==> config.mk <==
export PLATFORM = sky130hd
export DESIGN_NAME = i2s_mic_sequencer
export DESIGN_NICKNAME = d
export VERILOG_FILES = /design/src/rtl/i2s_mic_sequencer.sv
export SDC_FILE = /design/constraint.sdc
export NUM_CORES = 1
export LEC_CHECK = 0
export CAP_MARGIN = 20
export CORE_MARGIN = 4
export CORE_UTILIZATION = 60
export DETAILED_ROUTE_END_ITERATION = 8
export HOLD_SLACK_MARGIN = 0.08
export PLACE_DENSITY = 0.84
export RECOVER_POWER = 50
export SYNTH_ARGS = -nofsm -noshare
export SYNTH_HDL_FRONTEND = slang
export SYNTH_SLANG_ARGS = --single-unit
==> constraint.sdc <==
create_clock -name clk_gen_fast -period 4.45 [get_ports clk_gen_fast]
set_input_delay 0.89 -clock clk_gen_fast [delete_from_list [all_inputs] [get_ports clk_gen_fast]]
set_output_delay 0.89 -clock clk_gen_fast [all_outputs]
set_load 0.01 [all_outputs]
==> src/rtl/i2s_mic_sequencer.sv <==
// I2S MEMS microphone master sequencer.
// Generates bclk/lrclk/sel and steps the mic through warm-up, run and a
// stop that always finishes on a frame boundary. The selected channel is
// deserialised MSB-first into a signed sample with a one-cycle valid strobe.
// Everything runs in the clk_gen_fast domain.
//
// Data handshake: sample_valid is a one-cycle strobe with no ready; the
// consumer must take sample_data in the cycle sample_valid is high.
// sample_data then holds until the next capture.
//
// Assumes DIV even and >= 2, SAMPLE_BITS in 2..BITS-1.
module i2s_mic_sequencer #(
  parameter int DIV           = 4,
  parameter int BITS          = 32,
  parameter int SAMPLE_BITS   = 24,
  parameter int WARMUP_FRAMES = 4096
) (
  input  logic                   clk_gen_fast,
  input  logic                   arstn,
  input  logic                   enable,
  input  logic                   sel_cfg,
  input  logic                   data,
  output logic                   bclk,
  output logic                   lrclk,
  output logic                   sel,
  output logic [SAMPLE_BITS-1:0] sample_data,
  output logic                   sample_valid,
  output logic [1:0]             state
);

  typedef enum logic [1:0] {
    ST_IDLE   = 2'd0,
    ST_WARMUP = 2'd1,
    ST_RUN    = 2'd2,
    ST_STOP   = 2'd3
  } state_t;

  localparam int PH_W   = (DIV > 2) ? $clog2(DIV) : 1;
  localparam int SLOT_W = $clog2(2 * BITS);
  localparam int FR_W   = (WARMUP_FRAMES > 1) ? $clog2(WARMUP_FRAMES) : 1;

  localparam logic [PH_W-1:0]   PH_LAST   = PH_W'(DIV - 1);
  localparam logic [PH_W-1:0]   PH_HALF   = PH_W'(DIV / 2);
  localparam logic [SLOT_W-1:0] SLOT_LAST = SLOT_W'(2 * BITS - 1);
  localparam logic [SLOT_W-1:0] SLOT_HALF = SLOT_W'(BITS);
  localparam logic [SLOT_W-1:0] H_FIRST   = SLOT_W'(1);
  localparam logic [SLOT_W-1:0] H_LAST    = SLOT_W'(SAMPLE_BITS);
  localparam logic [FR_W-1:0]   FR_LAST   = FR_W'(WARMUP_FRAMES - 1);

  state_t                 state_q;
  logic [PH_W-1:0]        ph;
  logic [SLOT_W-1:0]      slot;
  logic [FR_W-1:0]        frame_cnt;
  logic [SAMPLE_BITS-1:0] shreg;
  logic                   sel_q;

  logic                   ph_wrap;
  logic                   frame_end;
  logic                   right_half;
  logic [SLOT_W-1:0]      half_idx;
  logic                   capture;
  logic [PH_W-1:0]        ph_nxt;
  logic [SLOT_W-1:0]      slot_nxt;
  logic [SAMPLE_BITS-1:0] word_nxt;

  assign state = state_q;
  assign sel   = sel_q;

  // Slot/phase decode and next counter values; bclk and lrclk are
  // registered from the next values so they line up with ph and slot.
  always_comb begin
    ph_wrap    = (ph == PH_LAST);
    frame_end  = ph_wrap && (slot == SLOT_LAST);
    right_half = (slot >= SLOT_HALF);
    half_idx   = right_half ? (slot - SLOT_HALF) : slot;
    capture    = (state_q != ST_IDLE) && ph_wrap && (right_half == sel_q) &&
                 (half_idx >= H_FIRST) && (half_idx <= H_LAST);
    word_nxt   = {shreg[SAMPLE_BITS-2:0], data};
    ph_nxt     = '0;
    slot_nxt   = '0;
    if (state_q != ST_IDLE) begin
      ph_nxt   = ph_wrap ? '0 : ph + PH_W'(1);
      slot_nxt = slot;
      if (ph_wrap) begin
        slot_nxt = (slot == SLOT_LAST) ? '0 : slot + SLOT_W'(1);
      end
    end
  end

  // Sequencer FSM, clock generation and bit capture.
  always_ff @(posedge clk_gen_fast or negedge arstn) begin
    if (!arstn) begin
      state_q      <= ST_IDLE;
      ph           <= '0;
      slot         <= '0;
      frame_cnt    <= '0;
      shreg        <= '0;
      sel_q        <= 1'b0;
      bclk         <= 1'b0;
      lrclk        <= 1'b0;
      sample_data  <= '0;
      sample_valid <= 1'b0;
    end else begin
      sample_valid <= 1'b0;
      ph           <= ph_nxt;
      slot         <= slot_nxt;
      bclk         <= (ph_nxt >= PH_HALF);
      lrclk        <= (slot_nxt >= SLOT_HALF);

      if (capture) begin
        shreg <= word_nxt;
        if ((half_idx == H_LAST) && (state_q == ST_RUN)) begin
          sample_data  <= word_nxt;
          sample_valid <= 1'b1;
        end
      end

      case (state_q)
        ST_IDLE: begin
          frame_cnt <= '0;
          if (enable) begin
            sel_q   <= sel_cfg;
            state_q <= ST_WARMUP;
          end
        end
        ST_WARMUP: begin
          // Dropping enable beats the last warm-up boundary.
          if (!enable) begin
            state_q <= ST_STOP;
          end else if (frame_end) begin
            if (frame_cnt == FR_LAST) begin
              state_q <= ST_RUN;
            end else begin
              frame_cnt <= frame_cnt + FR_W'(1);
            end
          end
        end
        ST_RUN: begin
          if (!enable) begin
            state_q <= ST_STOP;
          end
        end
        ST_STOP: begin
          if (frame_end) begin
            state_q <= ST_IDLE;
          end
        end
        default: state_q <= ST_IDLE;
      endcase
    end
  end

endmodule

# == Yosys cells after proc, flatten, opt, wreduce, memory -nomap -nowiden ==
# Cells that the tools add are included.
# word_totals
ram_bits,0
inputBits,5
reg_bits,73
rom_bits,0
memories,0
output_inout_bits,30
latch_bits,0
wordCells,67
# op_classes
n_eq_ne,16
n_shift,0
reduce_logical,13
n_mul,0
n_mux,19
addsub,4
bitwise_logic,0
magnitude_cmp,5
div,0
# op_table
cell,count
two-way mux 12 bit,3
two-way mux 6 bit,4
one-hot mux 12 bit (2 select lines),1
two-way mux 2 bit,8
"adder 12 x 1 -> 12 bit, second input constant",1
"equality test 12 bit, second input constant",1
"greater-or-equal comparator 6 bit, second input constant",2
"!= test 2 bit, second input constant",6
one-hot mux 2 bit (4 select lines),1
"adder 6 x 1 -> 6 bit, second input constant",1
"equality test 2 bit, second input constant",3
"equality test 6 x 5 -> 1 bit, second input constant",1
"equality test 6 bit, second input constant",1
"greater-or-equal comparator 6 x 1 -> 1 bit, second input constant",1
"less-or-equal comparator 6 x 5 -> 1 bit, second input constant",1
logical AND 1 bit,6
"!= test 3 bit, second input constant",2
"subtractor 6 bit, second input constant",1
AND reduction 5 bit,1
AND reduction 2 bit,2
AND reduction 4 bit,1
nonzero test 2 bit,2
"adder 2 x 1 -> 2 bit, second input constant",1
"equality test 2 x 1 -> 1 bit, second input constant",1
4 further kinds,5

# == Depth between registers and ports, before layout ==
# logic_depth
depth_word,6
mapped_depth,8
mapped_depth_nobuf,7

# == Least setup slack after synthesis ==
# No wires, ideal clock.
# synth_path
path_type,flip-flop to flip-flop
from,"register state_q[0], in the netlist state[0]"
to,register shreg[10]
period_less_slack_ns,2.130
t_required_ns,4.325
n_path_buf,2
t_arrival_ns,2.006
slack_ns,2.320
path_stages_with_launch,9
setup_ns,0.125
path_cell_list,dfrtp_1 inv_1 ha_1 buf_4 nor3b_1 o21ai_1 a31oi_2 buf_6 mux2_2
# synth_between
elab_chain_len,5
# synth_lines
element,line_no,source
from (decl),50,state_t state_q;
from (signal assigned),93,state_q <= ST_IDLE;
from (signal assigned),123,state_q <= ST_WARMUP;
from (signal assigned),129,state_q <= ST_STOP;
nonzero test 2 bit,76,capture = (state_q != ST_IDLE) && ph_wrap && (right_half == sel_q) &&
logical AND 1 bit (3 in series),76,
logical AND 1 bit,77,(half_idx >= H_FIRST) && (half_idx <= H_LAST);
to (signal assigned),111,shreg <= word_nxt;
to (decl),54,logic [SAMPLE_BITS-1:0] shreg;
# Every way passes these cells.
# A chain may end at the register's enable or synchronous reset.

==> impl_metrics.json <==
{
  "status": "finished with violations",
  "violations": "capacitance limit, slew limit",
  "finalNetCount": 311,
  "combPwrFrac": 0.226,
  "muxShareOfSynthArea": 0.173,
  "synth_fa_ha_area_frac": 0.0378,
  "grt_usage": 0.192,
  "cts_tree": "done",
  "gp_congestion": 0.836,
  "first_pass_iters": 4,
  "cp.arrival_ns": 3.23,
  "synth_xor_area_frac": 0.0318,
  "clk_path_buf_depth": 2,
  "hold_viol_final": 0,
  "grt_pass1_vias": 2061,
  "hold_ws_ns": 0.437,
  "clock-sinks": 73,
  "initial_core_util": 0.631,
  "synthCells": 258,
  "internal_power_mw": 1.15,
  "cpPeakStageDelay_ns": 1.43,
  "rsz0062_at_grt": "no",
  "die_h_um": 82.2,
  "cts_setup_buffers": 0,
  "netSwitchingPower_uw": 487,
  "htreeDepth": 3,
  "grt_max_degree": 41,
  "hold_path_depth": 1,
  "tightestPinTransition_ns": 2.03,
  "synth-seq-cells": 73,
  "cts-root-buf": "clkbuf_8",
  "cp_data_required_time_ns": 4.80,
  "worst-path-stages": 2,
  "swShare": 0.298,
  "p_leak_nw": 1.82,
  "maxCapViolations": 1,
  "synth_top_family_by_area": "multiplexers",
  "synth_fp_nets": 273,
  "antenna_found_initial": 0,
  "wl_per_cell_um": 15.2,
  "p_per_area_nw_per_um2": 421,
  "grt_overflow": 0,
  "fmax_ghz": 0.348,
  "crit_buf_inv": 2,
  "min_period_ns": 2.88,
  "synth_common_cells": "dfrtp_1, mux2_2, nor2_1",
  "crit_slowest_cell": "clkbuf_1",
  "drtAntennaViolNets": 0,
  "via_per_inst": 5.54,
  "synth-simple-area-share": 0.114,
  "yosysWarnings": 0,
  "dr.first_iter.drc_count": 119,
  "p_seq_frac": 0.462,
  "reg2regPathDepth": 7,
  "cp_max_fo": 40,
  "syn_area_per_cell_um2": 12.8,
  "ctsHoldBuffers": 0,
  "ys.flop_type": "dfrtp_1",
  "wirelength_um": 5620,
  "final.period_utilization": 0.646,
  "synth_most_common_cell": "dfrtp_1",
  "die_area_um2": 6760,
  "synth_cell_type_count": 48,
  "worst_slew_margin_rel": -0.352,
  "dp_hpwl_um": 3740,
  "hold_class": "reg -> reg",
  "start_kind": "input port",
  "io_pins": 35,
  "ys_seq_area_frac": 0.552,
  "crit_family": "buffers and inverters",
  "grt_pass1_wl_um": 9800,
  "numCtsBuffers": 9,
  "drive_gt1_frac": 0.250,
  "drc": 0,
  "pwr-share-clk": 0.312,
  "critPathKind": "in -> async",
  "syn_area_um2": 3310,
  "clkLatencyLatePin_ns": 0.34,
  "synth_edf_count": 0,
  "synth-compound-area-share": 0.0605,
  "vias": 2049,
  "clk_pin_slew_ns": 0.07,
  "nFillCells": 353,
  "cts_resized": 0,
  "synth_area_leaders": "dfrtp_1, mux2_2, ha_1",
  "crit_chain": "clkbuf_1 -> clkbuf_2",
  "async_flop_share": 1.00,
  "core_um2": 5240,
  "rows": 26,
  "synthToLayoutAreaGrowth_pct": 17.2,
  "fin_skew_ns": 0.00844,
  "synth.top_cell.area_share": 0.552,
  "diodes": 0,
  "endpoint_kind": "asynchronous set/reset pin",
  "fp.dieW_um": 82.2,
  "synth.largest_area_cell": "dfrtp_1",
  "fin_util": 0.740,
  "port_buffers": 34,
  "vdd_drop_max_uv": 426,
  "slew_violations": 41,
  "finalSetupViolCount": 0,
  "tns_ns": 0
}
## power groups by stage
stage	sequential (mW)	combinational [mW]	clock, mW
global placement	0.764	0.367	0
detailed placement	0.766	0.372	0
global route	0.762	0.425	0.556
finish	0.754	0.368	0.510
CTS	0.754	0.375	0.519
floorplan	0.767	0.268	0
## sequential cells by signal (all words and copies together), names as in the netlist
| signal | flops |
|---|---|
| bclk | 1 |
| sel | 1 |
| slot | 6 |
| sample_valid | 1 |
| ph | 2 |
| state | 2 |
| frame_cnt | 12 |
| lrclk | 1 |
| shreg | 23 |
| sample_data | 24 |
## final timing paths
kind,from,to,slack (ns)
setup / recovery,arstn,frame_cnt[0],1.57
hold / removal,ph[0],ph[0],0.44
setup reg to reg,state[0],frame_cnt[11],1.83
hold reg to reg,ph[0],ph[0],0.44
max in group clk_gen_fast,state[0],frame_cnt[11],1.83
min in group asynchronous,arstn,sample_data[8],1.13
## layout make-up
class / count / area [µm²] / area share
multi-input combinational: 166 / 1380 / 0.356
clock inverter: 5 / 56.3 / 0.0145
sequential: 73 / 1830 / 0.471
tap: 70 / 87.6 / 0.0226
clock buffer: 10 / 138 / 0.0355
timing repair buffer: 37 / 354 / 0.0914
inverter: 9 / 33.8 / 0.00872
## cells in the final DEF (no fill, tap or decap), drive strengths merged, types with 7 or more instances in the layout
master	Yosys	routed
clkbuf	2	12
dfrtp	73	73
mux2	49	49
xor2	7	7
nand3	7	7
inv	9	9
ha	10	10
clkdlybuf4s50	0	29
nor2	16	16
nor3	7	7
nand4	7	7
nand2	11	11
## cells by family after synthesis
family          Yosys count
buf+inv                  19
compound gates           26
mux                      51
fa+ha+maj                10
simple gates             67
flops                    73
xor+xnor                 12
## per-stage QoR
step	total power, mW	instance area (µm²)	std cells	setup WS, ns
detailed placement	1.14	3680	355	1.58
floorplan	1.04	3310	258	2.32
global placement	1.13	3680	355	1.64
CTS	1.65	3880	370	1.83
global route	1.74	3870	370	1.03
finish	1.63	3870	370	1.57
## layer usage
| metal | global-route usage | part of all wire | up-vias |
|---|---|---|---|
| li1 | - | - | 1001 |
| met1 | 0.267 | 0.49 | 996 |
| met2 | 0.293 | 0.45 | 42 |
| met3 | 0.0293 | 0.036 | 10 |
| met4 | 0.0997 | 0.022 | 0 |
| met5 | 0 | 0 | - |
Power figures use the tool's default switching activity.
